**config.mk**
```make
export PLATFORM = sky130hd
export DESIGN_NAME = clock_bringup_seq
export DESIGN_NICKNAME = d
export VERILOG_FILES = /design/src/rtl/clock_bringup_pkg.sv /design/src/rtl/clock_bringup_range_chk.sv /design/src/rtl/clock_bringup_seq.sv
export SDC_FILE = /design/constraint.sdc
export NUM_CORES = 1
export LEC_CHECK = 0
export ABC_AREA = 1
export CAP_MARGIN = 0
export CORE_UTILIZATION = 49
export DETAILED_ROUTE_END_ITERATION = 6
export PLACE_DENSITY = 0.86
export SLEW_MARGIN = 10
export SYNTH_ARGS = -nofsm -noshare
export SYNTH_HDL_FRONTEND = slang
export SYNTH_SLANG_ARGS = --single-unit
```
**constraint.sdc**
```tcl
create_clock -name clk -period 9.9 [get_ports clk]
set_input_delay 2.475 -clock clk [delete_from_list [all_inputs] [get_ports clk]]
set_output_delay 2.475 -clock clk [all_outputs]
set_load 0.05 [all_outputs]
```
**src/rtl/clock_bringup_pkg.sv**
```systemverilog
// Shared constants for the clock bring-up sequencer: FSM states, gpio bit
// positions toward/from the clock/reset block, and failure codes.
package clock_bringup_pkg;

    localparam int CNT_W = 24;

    // FSM state encoding
    localparam logic [3:0] S_IDLE      = 4'd0;
    localparam logic [3:0] S_TCXO_RST  = 4'd1;
    localparam logic [3:0] S_TCXO_WAIT = 4'd2;
    localparam logic [3:0] S_CLK_WAIT  = 4'd3;
    localparam logic [3:0] S_GATE      = 4'd4;
    localparam logic [3:0] S_SETTLE    = 4'd5;
    localparam logic [3:0] S_CHECK     = 4'd6;
    localparam logic [3:0] S_RELEASE   = 4'd7;
    localparam logic [3:0] S_DONE      = 4'd8;
    localparam logic [3:0] S_FAIL      = 4'd9;

    // gpio_o bit map
    localparam int GPO_SYS_RST    = 0;
    localparam int GPO_TCXO_RST   = 2;
    localparam int GPO_CLK_SEL    = 5;
    localparam int GPO_CLK_FMEAS  = 7;
    localparam int GPO_MCLK_SEL   = 35;
    localparam int GPO_MCLK_FMEAS = 37;

    // gpio_i bit map
    localparam int GPI_TCXO_LOCK = 3;
    localparam int GPI_CLK_LOCK  = 6;
    localparam int GPI_CLK_CNT   = 8;
    localparam int GPI_MCLK_LOCK = 36;
    localparam int GPI_MCLK_CNT  = 38;

    // err_code values
    localparam logic [2:0] ERR_NONE         = 3'd0;
    localparam logic [2:0] ERR_TCXO_TIMEOUT = 3'd1;
    localparam logic [2:0] ERR_CLK_TIMEOUT  = 3'd2;
    localparam logic [2:0] ERR_MCLK_TIMEOUT = 3'd3;
    localparam logic [2:0] ERR_CLK_RANGE    = 3'd4;
    localparam logic [2:0] ERR_MCLK_RANGE   = 3'd5;
    localparam logic [2:0] ERR_LOCK_LOST    = 3'd6;

endpackage

```
**src/rtl/clock_bringup_range_chk.sv**
```systemverilog
// Inclusive window compare of a frequency count: lo <= value <= hi.
module clock_bringup_range_chk
    import clock_bringup_pkg::*;
(
    input  logic [CNT_W-1:0] value,
    input  logic [CNT_W-1:0] lo,
    input  logic [CNT_W-1:0] hi,
    output logic             in_range
);

    assign in_range = (value >= lo) && (value <= hi);

endmodule

```
**src/rtl/clock_bringup_seq.sv**
```systemverilog
// Clock bring-up sequencer: resets the TCXO PLL, waits for locks, measures
// clk/mclk frequency over a gate window and releases sys_reset on success.
module clock_bringup_seq
    import clock_bringup_pkg::*;
#(
    parameter int               RST_CYCLES    = 16,
    parameter int               LOCK_TIMEOUT  = 1000000,
    parameter int               GATE_CYCLES   = 100000,
    parameter int               SETTLE_CYCLES = 8,
    parameter logic [CNT_W-1:0] CLK_FMIN      = 24'd0,
    parameter logic [CNT_W-1:0] CLK_FMAX      = 24'hFFFFFF,
    parameter logic [CNT_W-1:0] MCLK_FMIN     = 24'd0,
    parameter logic [CNT_W-1:0] MCLK_FMAX     = 24'hFFFFFF
) (
    input  logic             clk,
    input  logic             reset,
    input  logic             start,
    input  logic             clk_sel,
    input  logic             mclk_sel,
    output logic [63:0]      gpio_o,
    input  logic [63:0]      gpio_i,
    output logic             busy,
    output logic             done,
    output logic             error,
    output logic [2:0]       err_code,
    output logic [CNT_W-1:0] clk_count,
    output logic [CNT_W-1:0] mclk_count
);

    localparam logic [31:0] RST_LAST    = 32'(RST_CYCLES - 1);
    localparam logic [31:0] TO_LAST     = 32'(LOCK_TIMEOUT - 1);
    localparam logic [31:0] GATE_LAST   = 32'(GATE_CYCLES - 1);
    localparam logic [31:0] SETTLE_LAST = 32'(SETTLE_CYCLES - 1);

    logic [3:0]  state, state_nxt;
    logic [2:0]  err_nxt;
    logic [31:0] cnt;
    logic        clk_sel_q, mclk_sel_q;
    logic        tcxo_seen, clk_seen, mclk_seen;
    logic        tcxo_lock, clk_lock, mclk_lock;
    logic        start_ok, monitor, lock_lost;
    logic        clk_ok, mclk_ok;
    logic        unused_gpio;

    assign tcxo_lock = gpio_i[GPI_TCXO_LOCK];
    assign clk_lock  = gpio_i[GPI_CLK_LOCK];
    assign mclk_lock = gpio_i[GPI_MCLK_LOCK];
    assign unused_gpio = ^{gpio_i[63:62], gpio_i[37], gpio_i[35:32], gpio_i[7],
                           gpio_i[5:4], gpio_i[2:0]};

    assign start_ok = start && (state == S_IDLE || state == S_DONE || state == S_FAIL);
    // Lock supervision covers everything from TCXO_WAIT through DONE.
    assign monitor  = !(state == S_IDLE || state == S_TCXO_RST || state == S_FAIL);
    assign lock_lost = monitor && ((tcxo_seen && !tcxo_lock) ||
                                   (clk_seen  && !clk_lock)  ||
                                   (mclk_seen && !mclk_lock));

    clock_bringup_range_chk u_clk_chk (
        .value    (clk_count),
        .lo       (CLK_FMIN),
        .hi       (CLK_FMAX),
        .in_range (clk_ok)
    );

    clock_bringup_range_chk u_mclk_chk (
        .value    (mclk_count),
        .lo       (MCLK_FMIN),
        .hi       (MCLK_FMAX),
        .in_range (mclk_ok)
    );

    always_comb begin
        state_nxt = state;
        err_nxt   = err_code;
        case (state)
            S_IDLE, S_DONE, S_FAIL: begin
                if (start_ok) begin
                    state_nxt = S_TCXO_RST;
                    err_nxt   = ERR_NONE;
                end
            end
            S_TCXO_RST:  if (cnt >= RST_LAST) state_nxt = S_TCXO_WAIT;
            S_TCXO_WAIT: begin
                if (tcxo_lock) begin
                    state_nxt = S_CLK_WAIT;
                end else if (cnt >= TO_LAST) begin
                    state_nxt = S_FAIL;
                    err_nxt   = ERR_TCXO_TIMEOUT;
                end
            end
            S_CLK_WAIT: begin
                if (clk_lock && mclk_lock) begin
                    state_nxt = S_GATE;
                end else if (cnt >= TO_LAST) begin
                    state_nxt = S_FAIL;
                    err_nxt   = clk_lock ? ERR_MCLK_TIMEOUT : ERR_CLK_TIMEOUT;
                end
            end
            S_GATE:   if (cnt >= GATE_LAST)   state_nxt = S_SETTLE;
            S_SETTLE: if (cnt >= SETTLE_LAST) state_nxt = S_CHECK;
            S_CHECK: begin
                if (!clk_ok) begin
                    state_nxt = S_FAIL;
                    err_nxt   = ERR_CLK_RANGE;
                end else if (!mclk_ok) begin
                    state_nxt = S_FAIL;
                    err_nxt   = ERR_MCLK_RANGE;
                end else begin
                    state_nxt = S_RELEASE;
                end
            end
            S_RELEASE: state_nxt = S_DONE;
            default:   state_nxt = S_IDLE;
        endcase
        // Lock loss overrides any timeout; a restart from DONE still wins.
        if (lock_lost && !start_ok) begin
            state_nxt = S_FAIL;
            err_nxt   = ERR_LOCK_LOST;
        end
    end

    always_ff @(posedge clk or posedge reset) begin
        if (reset) begin
            state      <= S_IDLE;
            err_code   <= ERR_NONE;
            cnt        <= '0;
            clk_sel_q  <= 1'b0;
            mclk_sel_q <= 1'b0;
            tcxo_seen  <= 1'b0;
            clk_seen   <= 1'b0;
            mclk_seen  <= 1'b0;
            clk_count  <= '0;
            mclk_count <= '0;
        end else begin
            state    <= state_nxt;
            err_code <= err_nxt;
            if (state_nxt != state)
                cnt <= '0;
            else if (cnt != '1)
                cnt <= cnt + 32'd1;
            if (start_ok) begin
                clk_sel_q  <= clk_sel;
                mclk_sel_q <= mclk_sel;
                tcxo_seen  <= 1'b0;
                clk_seen   <= 1'b0;
                mclk_seen  <= 1'b0;
            end else if (monitor) begin
                tcxo_seen <= tcxo_seen | tcxo_lock;
                clk_seen  <= clk_seen  | clk_lock;
                mclk_seen <= mclk_seen | mclk_lock;
            end
            if (state == S_SETTLE && cnt >= SETTLE_LAST) begin
                clk_count  <= gpio_i[GPI_CLK_CNT  +: CNT_W];
                mclk_count <= gpio_i[GPI_MCLK_CNT +: CNT_W];
            end
        end
    end

    // Outputs decode straight from state so reset takes effect immediately.
    always_comb begin
        gpio_o                 = '0;
        gpio_o[GPO_SYS_RST]    = !(state == S_RELEASE || state == S_DONE);
        gpio_o[GPO_TCXO_RST]   = (state == S_TCXO_RST);
        gpio_o[GPO_CLK_SEL]    = clk_sel_q;
        gpio_o[GPO_CLK_FMEAS]  = (state == S_GATE);
        gpio_o[GPO_MCLK_SEL]   = mclk_sel_q;
        gpio_o[GPO_MCLK_FMEAS] = (state == S_GATE);
    end

    assign busy  = !(state == S_IDLE || state == S_DONE || state == S_FAIL);
    assign done  = (state == S_DONE);
    assign error = (state == S_FAIL);

endmodule

```
==> impl_metrics.yaml <==
cts:
  cts-buffers-inserted: 9
  ctsHtreeMaxLevel: 3
  clock_insertion_delay_worst_skew_ns: 0.38
  cts.path.max_buffers: 2
  cts_num_sinks: 92
  post-cts-setup-buffer-count: 0
  cts.root.buffer_cell: "sky130_fd_sc_hd__clkbuf_8"
  post_cts_resize_count: 0
  tritoncts_clock_tree: "done"
  cts.reportedPaths.clkPinSlew_ns: 0.10
  cts.hold.buffers_added: 0
yosys:
  post_synth.cell_area_avg_um2: 8.74
  synth_edf_count: 0
  synthFlopType: "sky130_fd_sc_hd__dfrtp_1"
  post_synth_num_cell_types: 30
  async_flop_share_pct: 100
  ys.warnings.count: 0
  synth_cells: 598
  cell_area_after_synthesis_um2: 5230
  postSynthRegisterBits: 92
  synth_sequential_area_ratio_pct: 44.0
sta:
  timing.fmax_ghz: 0.208
  slew_headroom_pct: 24.7
  timing_max_transition_violations_final: 0
  max_slew.worst_pin.slew_ns: 1.12
  timing_hold_violations_final: 0
  setup_total_negative_slack_ns: 0
  setup_viol_count_final: 0
  rsz0062_at_grt: "false"
  finalWorstPathRequiredPeriod_ns: 4.80
  fin_worst_hold_slack_ns: 0.487
  min_period_over_period_pct: 48.5
  clock_skew_ns: 0.0242
min_path:
  whs_endpoint: "err_code[2]"
  hold_path_startpoint: "err_code[2]"
  hp-class: "reg2reg"
  min_delay_path_depth: 2
setup_path:
  worst_path_most_repeated_cell: "sky130_fd_sc_hd__nand2_1"
  kind_of_cell_adding_the_most_delay_to_the_critical_path: "simple AND/OR/NAND/NOR gates"
  r2r_end: "cnt[22]"
  worstPathBufferInverterCount: 2
  critPathArrivalTime_ns: 5.06
  worstPathCellList: "clkdlybuf4s50_1, inv_1, nand2_1, nand3_1, nand2_1, nand2_1, xor2_1, nor2_2, nand3_2, nor2_2"
  timing.critical_path.slowest_cell_delay_ns: 0.73
  start_kind: "primary input"
  rrSetupSlack_ns: 6.21
  path_class: "in2reg"
  maximum_fanout_count_along_the_critical_path: 32
  worstPathRequired_ns: 10.17
  setup.worst_path.end_class: "flop"
  critical_path.slowest_cell: "sky130_fd_sc_hd__nand3_2"
  worstReg2RegStart: "cnt[29]"
  r2r_cells: 15
power_and_ir_drop:
  powerDensity_nw_per_um2: 256
  cellLeakagePower_nw: 3.00
  vdd_ir_drop_max_mv: 0.238
finish:
  filler_instances: 810
  most-common-layout-cells: "115 x sky130_fd_sc_hd__clkdlybuf4s50_1, 104 x sky130_fd_sc_hd__nand2_1, 92 x sky130_fd_sc_hd__dfrtp_1"
  postLayoutCellArea_um2: 6430
  antennaDiodeCount: 0
  num-nets-final: 779
  mostFrequentLayoutCell: "sky130_fd_sc_hd__clkdlybuf4s50_1"
  areaGrowthSynthToFinish_pct: 23.1
  layout-drive-gt1-share_pct: 16.4
detailed_routing:
  detailroute.via_count: 4227
  detail_route.first_pass.iterations: 4
  drt_first_iter_violations: 238
  antenna_left: 0
  detail_route.wirelength_mm: 11.3
  drc_errors: 0
  routedWlPerCell_um: 13.3
  viasPerCell: 4.97
placed_design:
  dp_hpwl_mm: 8.51
  routabilityCongestion: 0.909
  place_area_um2: 6230
  numPortBuffers: 115
floorplan:
  initial_core_util_pct: 50.6
  floorplan.die.width_um: 105
  io-pin-count: 187
  die_h_um: 105
  dieArea_um2: 11100
  std_cell_rows: 37
  core_area_um2: 10300
job:
  drv_cap: 0
outcome:
  status: "finished clean"
grt:
  grt_pass1_wl_mm: 19.1
  grt_max_degree: 61
  via_count_of_the_first_global_routing_pass: 4232
  globalRoute.totalOverflow: 0
  antenna_found_initial: 0
  groute.usage.overall_pct: 21.4
## registers in the layout, summed over array words and instances, names as in the netlist
signal and count:
cnt 32, clk_count 24, mclk_count 24, state 4, err_code 3, clk_seen 1, clk_sel_q 1, mclk_seen 1
mclk_sel_q 1, tcxo_seen 1
## kinds of logic (layout without fill, tap and decap cells)
logic type	after synthesis	count (layout)	share of synthesized area, %
adder cells (fa/ha/maj)	1	1	0.239
multiplexers	51	51	11.0
XOR/XNOR	20	20	3.35
AO/OA/AOI/OAI	33	33	3.49
other	1	58	0.0717
buffers and inverters	142	201	15.2
AND/OR/NAND/NOR	258	258	22.6
flip-flops	92	92	44.0
## layout make-up
class	count	area (µm²)	share of cell area, %
Tap cell	136	170	2.64
Inverter	69	260	4.04
Multi-Input combinational cell	421	2340	36.4
Sequential cell	92	2300	35.8
Clock buffer	9	124	1.92
Clock inverter	7	76.3	1.19
Timing Repair Buffer	116	1160	18.0
## how the worst max path moves through the flow
stage / startpoint / endpoint / depth (start not counted)
after floorplan: reset / clk_count[0] / 1
after global placement: gpio_i[3] / cnt[30] / 10
after detailed placement: gpio_i[3] / cnt[22] / 10
after CTS: gpio_i[3] / cnt[22] / 10
after global routing: gpio_i[3] / cnt[22] / 10
final: gpio_i[3] / cnt[22] / 10
## tightest hold or removal path, cell delays in order, from the launching register on
cell	delay, ns
sky130_fd_sc_hd__dfrtp_1	0.36
sky130_fd_sc_hd__nand2_1	0.05
sky130_fd_sc_hd__nand2_1	0.04
## layer usage
layer / vias to the layer above / global-route usage [%] / wire [µm]
met5: - / 0 / 0
met4: 0 / 8.15 / 234
met3: 19 / 7.42 / 1060
met2: 189 / 36.0 / 5490
met1: 1992 / 25.3 / 4510
li1: 2027 / - / -
## cell usage after synthesis (4+ instances only)
| cell type | instances | area share, % |
|---|---|---|
| sky130_fd_sc_hd__nor3_1 | 11 | 1.1 |
| sky130_fd_sc_hd__o22ai_1 | 4 | 0.48 |
| sky130_fd_sc_hd__nand4_1 | 18 | 2.2 |
| sky130_fd_sc_hd__nand3_1 | 31 | 3.0 |
| sky130_fd_sc_hd__a21oi_1 | 5 | 0.48 |
| sky130_fd_sc_hd__dfrtp_1 | 92 | 44 |
| sky130_fd_sc_hd__nor2_1 | 52 | 3.7 |
| sky130_fd_sc_hd__buf_4 | 61 | 8.8 |
| sky130_fd_sc_hd__mux2_2 | 51 | 11 |
| sky130_fd_sc_hd__xor2_1 | 18 | 3.0 |
| sky130_fd_sc_hd__inv_2 | 11 | 0.79 |
| sky130_fd_sc_hd__o21ai_0 | 18 | 1.7 |
| sky130_fd_sc_hd__nor2_2 | 32 | 3.8 |
| sky130_fd_sc_hd__nand2_1 | 104 | 7.5 |
| sky130_fd_sc_hd__inv_1 | 58 | 4.2 |
| sky130_fd_sc_hd__buf_2 | 9 | 0.86 |
## through the flow
step | cells | setup slack [ns] | power [mW] | util [%]
finish | 850 | 5.10 | 1.65 | 62.3
detailed placement | 834 | 4.71 | 1.40 | 60.4
global placement | 834 | 4.82 | 1.38 | 60.4
floorplan | 655 | 5.03 | 1.18 | -
CTS | 850 | 5.08 | 1.66 | 62.3
global route | 850 | 4.82 | 1.72 | 62.3
## where the power goes
group	internal [mW]	total, mW	switching [mW]	leakage (nW)
Clock	0.100	0.253	0.153	0.102
Combinational	0.272	0.854	0.582	1.74
Sequential	0.478	0.540	0.0616	1.16
(Power assumes the default switching activity.)
==> RTL edit 1: new RTL, same flow settings <==
The package constant `GPI_CLK_CNT` goes from 8 to 16.
--- a/src/rtl/clock_bringup_pkg.sv
+++ b/src/rtl/clock_bringup_pkg.sv
@@ -28,5 +28,5 @@
     localparam int GPI_TCXO_LOCK = 3;
     localparam int GPI_CLK_LOCK  = 6;
-    localparam int GPI_CLK_CNT   = 8;
+    localparam int GPI_CLK_CNT   = 16;
     localparam int GPI_MCLK_LOCK = 36;
     localparam int GPI_MCLK_CNT  = 38;
Behaviour: no difference found for any inputs over 10 cycles, from zero or initial values and one cycle with reset high; that may be too few to reach the edited logic, so the function may still have changed.
==> RTL edit 1 against the unedited design <==
Routed wire length is 5.2% lower. Count of clock-buffer cells in the layout is 1 higher. Combinational power is 4.4% lower. Final area is 2.4% lower. Sequential power is 4.1% lower. Critical path depth is 6 lower. Setup slack better by 99 ps. Synthesized area is 1.7% lower. Sequential cell count is 2 lower. Total power is 3.7% lower. Critical path type is now reg2out. Highest routed layer unchanged.
==> RTL edit 1: results (changes against the unedited design) <==
Outcome
  • Status: completed

Yosys
  • Sequential area share after synthesis: 43.8% (-0.19 points)
  • Mapped Avg Cell Area: 8.78 um^2 (+0.44%)
  • Synth cell types: 31 (+3.3%)
  • Top cells by area in the synthesized netlist: dfrtp_1 (44%), mux2_2 (10%), buf_4 (9.5%)
  • Top cells by count, synth: nand2_1 (105), dfrtp_1 (90), buf_4 (65)

Placement
  • Place WS: 4810 ps (+99.8 ps)
  • Routability cong.: 0.872 (-4.1%)
  • Detailed Place HPWL: 8040 um (-5.5%)
  • Port bufs: 112 (-2.6%)
  • Post-DP Area: 6090 um^2 (-2.3%)
  • Post-Place Cells: 818 (-1.9%)

Power
  • Tot Pwr: 1590 uW (-3.7%)
  • Sw Share: 47.4% (-1.0 points)
  • PwrDens: 252 nW/um^2 (-1.4%)
  • Clock group total power: 252 uW (about the same)
  • Leakage: 0.00295 uW (-1.6%)
  • Gate power share: 51.4% (-0.5 points)
  • VDD IR-drop max: 0.223 mV (-6.0%)

Critical path
  • Crit-path slowest cell: clkdlybuf4s50_1
  • CP Max Fanout: 5 (-84%)
  • R2r startpoint: cnt[0]
  • Worst path max stage delay: 870 ps (+140 ps)
  • CP Data Arrival Time: 2220 ps (-2840 ps)
  • Worst setup startpoint: state[3]
  • CP top delay family: buffers and inverters

Global route
  • Overall global routing resource usage: 21.1% (-0.38 points)
  • Vias in the first global route: 4002 (-5.4%)
  • First-pass GRT wire length: 18400 um (-3.4%)
  • Pin count of the biggest net entering global routing: 82 (+34%)

Detailed routing
  • Drt total wl: 10700 um (-5.2%)
  • Drt initial violations: 168 (-29%)
  • Wirelength per Cell: 12.9 um (-3.3%)
  • Initial DRT Pass Iterations: 5 (+1)
  • Average vias per placed instance: 4.83 (-2.9%)

Clocking
  • Post-CTS setup buffers: 0 (unchanged)

Finish
  • Ratio of cells with drive above 1 in the final layout: 16.4% (-0.031 points)
  • Filler instances: 816 (+0.74%)
  • Largest regs: cnt: 32 flops, clk_count: 23 flops, mclk_count: 23 flops
  • Net total in the final layout: 763 (-2.1%)

STA
  • Slew @ Worst Pin: 1050 ps (-79.8 ps)
  • Clock skew: 11.6 ps (-12.5 ps)

Worst hold path
  • Worst Hold Class: reg2reg
## RTL edit 1: changes by cell type after synthesis, sizes merged, moves of 2 or more
cell and delta:
nand3 +3, dfrtp -2, o211ai -2, o22ai -4
a21oi -2, mux2 -4, xor2 +3, xnor2 -2
o21ai +7, nor3 -2, nand4 -9
## RTL edit 1: layout make-up
class | instances | area share (%)
clock buffers | 10 | 2.03
clock inverters | 5 | 0.996
flip-flops and latches | 90 | 35.8
well taps | 136 | 2.71
repair buffers | 113 | 18.0
multi-input cells | 409 | 36.3
inverters | 70 | 4.20
## RTL edit 1: worst min-delay path, delay by kind of cell, from the launching register on
| family | cells | cell delay (ps) |
|---|---|---|
| flops | 1 | 360 |
| simple gates | 2 | 100 |
## RTL edit 1: metal layers
layer | track usage, % | part of all wire [%] | vias to the layer above
met5 | 0 | 0 | -
met4 | 9.39 | 2.2 | 0
met3 | 6.39 | 8.3 | 19
met2 | 35.5 | 49 | 180
met1 | 24.7 | 41 | 1886
li1 | - | - | 1937
## RTL edit 1: worst paths after layout
check | slack [ps] | cells past startpoint | end
min in group asynchronous | 2320 | 2 | mclk_count[16]
worst min-delay path | 490 | 2 | err_code[2]
worst max register to register | 7040 | 14 | cnt[30]
worst min register to register | 490 | 2 | err_code[2]
max in group asynchronous | 6340 | 3 | err_code[1]
worst max-delay path | 5200 | 4 | gpio_o[37]
## RTL edit 1: cell families (layout without fill, tap and decap cells)
kind of cell	count (synthesis)	in the layout	synth area share, %
multiplexers	47	47	10.3
flip-flops	90	90	43.8
XOR/XNOR	21	21	3.58
AO/OA/AOI/OAI	34	34	3.58
other	1	58	0.0730
buffers and inverters	143	198	16.0
adder cells (fa/ha/maj)	1	1	0.244
AND/OR/NAND/NOR	248	248	22.4
==> RTL edit 2: new RTL, same settings <==
Made on the original files. Make the reset (`reset`) synchronous in one clocked block.
--- a/src/rtl/clock_bringup_seq.sv
+++ b/src/rtl/clock_bringup_seq.sv
@@ -120,5 +120,5 @@
     end
 
-    always_ff @(posedge clk or posedge reset) begin
+    always_ff @(posedge clk) begin
         if (reset) begin
             state      <= S_IDLE;
Formal check against the unedited RTL: differs if reset is asserted again (counterexample within 4 cycles, from zero or initial values and one cycle with reset high); with reset held inactive, the same outputs for 10 cycles.
==> RTL edit 2 against the unedited design <==
Final area down 3.3%. Routed wire length down 1.4%. Final cell count grew 14%. Sequential cell count unchanged. Synthesized area down 3.1%. Setup slack improved by 71 ps.
Power is not compared: it rests on default switching activity, and its combinational part moved more than twofold at a synthesized area within 25%.
==> RTL edit 2: results (changes against the unedited design) <==
Outcome
  • Status: completed

Clocking
  • Worst skew pair latency: 360 ps (-20 ps)

Yosys
  • Sequential area share after synthesis: 36.4% (-7.7 points)
  • Async SR Flop Fraction: 0% (-100 points)
  • Synth cell types: 37 (+23%)
  • Top cells by count, synth: nor2_1 (191), nand2_1 (105), dfxtp_1 (92)
  • Synth Instances: 726 (+21%)
  • Mux cell area share after synthesis: 0% (-11 points)
  • Post-synthesis compound-gate area fraction: 6.82% (+3.3 points)
  • Adder-Cell Fraction of Synth Area: 0.247% (+0.0076 points)
  • Post-synthesis xor/xnor area fraction: 4.84% (+1.5 points)

Global route
  • Pin count of the biggest net entering global routing: 53 (-13%)
  • Met1 usage: 24.3% (-0.94 points)
  • Overall global routing resource usage: 20.8% (-0.60 points)
  • GR met3 Demand/Resource: 7.30% (-0.12 points)
  • First-pass GRT wire length: 18600 um (-2.6%)
  • Vias in the first global route: 4064 (-4.0%)
  • Global Route met2 Usage: 36.0% (about the same)

Placement
  • Place WS: 4940 ps (+231 ps)
  • Routability cong.: 0.957 (+5.3%)
  • Post-DP Area: 6040 um^2 (-3.1%)
  • Post-Place Cells: 952 (+14%)
  • Detailed Place HPWL: 8390 um (-1.4%)

Detailed routing
  • Met3 Wirelength: 1040 um (-2.4%)
  • Average vias per placed instance: 4.72 (-5.0%)
  • Wl on met1: 4610 um (+2.4%)
  • Drt total wl: 11100 um (-1.4%)
  • Initial DRT Pass Iterations: 5 (+1)
  • Drt initial violations: 227 (-4.6%)

Finish
  • Signal buffers: 118 (+1.7%)
  • Clock buffer cells: 10 (+1)
  • Clock-cell share: 2.92% (-0.20 points)
  • Filler instances: 912 (+13%)
  • Reg area: 1840 um^2 (-20%)
  • Fraction of area in multi-input gates: 42.7% (+6.2 points)
  • Multi-In Gates: 555 (+32%)
  • Sequential share of cell area: 29.6% (-6.2 points)
  • Net total in the final layout: 900 (+16%)
  • Invs w/o clock: 54 (-22%)

STA
  • Hold WS: 462 ps (-24.6 ps)
  • Slew @ Worst Pin: 764 ps (-361 ps)
  • Max Fclk: 212 MHz (+1.5%)
  • Clock skew: 16.6 ps (-7.56 ps)

Critical path
  • CP Max Fanout: 4 (-88%)
  • CP top delay family: buffers and inverters
  • R2R Setup Slk: 7040 ps (+830 ps)
  • R2r startpoint: cnt[0]
  • CP Data Arrival Time: 2250 ps (-2810 ps)
  • CP endpoint: gpio_o[37]
  • Crit-path slowest cell: clkdlybuf4s50_1

Worst hold path
  • Hold wc startpoint: clk_sel_q

Floorplan
  • # Taps: 133 (-2.2%)
  • Initial core utilization: 51.1% (+0.49 points)
==> RTL edit 2: cell types whose count changed in the layout (fill, tap and decap cells not counted), sizes merged, moves of 13 or more <==
cell,unedited run,this run
dfrtp,92,0
mux2,51,0
nor2,84,230
inv,71,57
nand3,32,19
o21ai,18,53
dfxtp,0,92
==> RTL edit 2: power by group through the flow <==
stage          clock, uW  combinational [uW]  sequential, uW
6_report             239                 109             374
5_1_grt              261                 116             374
4_1_cts              246                 109             374
3_5_place_dp           0                 109             382
3_3_place_gp           0                 108             382
2_1_floorplan          0                 101             383
==> RTL edit 2: worst register-to-register path: stages (launching register included) <==
cell and delay (ps):
dfxtp_1 340, ha_1 240, nand2_1 110, nand2_1 70, nor2_1 110, nand2_1 100
o21ai_2 140, buf_4 380, nand2_1 100, nor2_1 100, nand2_1 90, nand3_1 70
nand2_1 60, inv_2 60, nand3_4 540, nor2_2 290
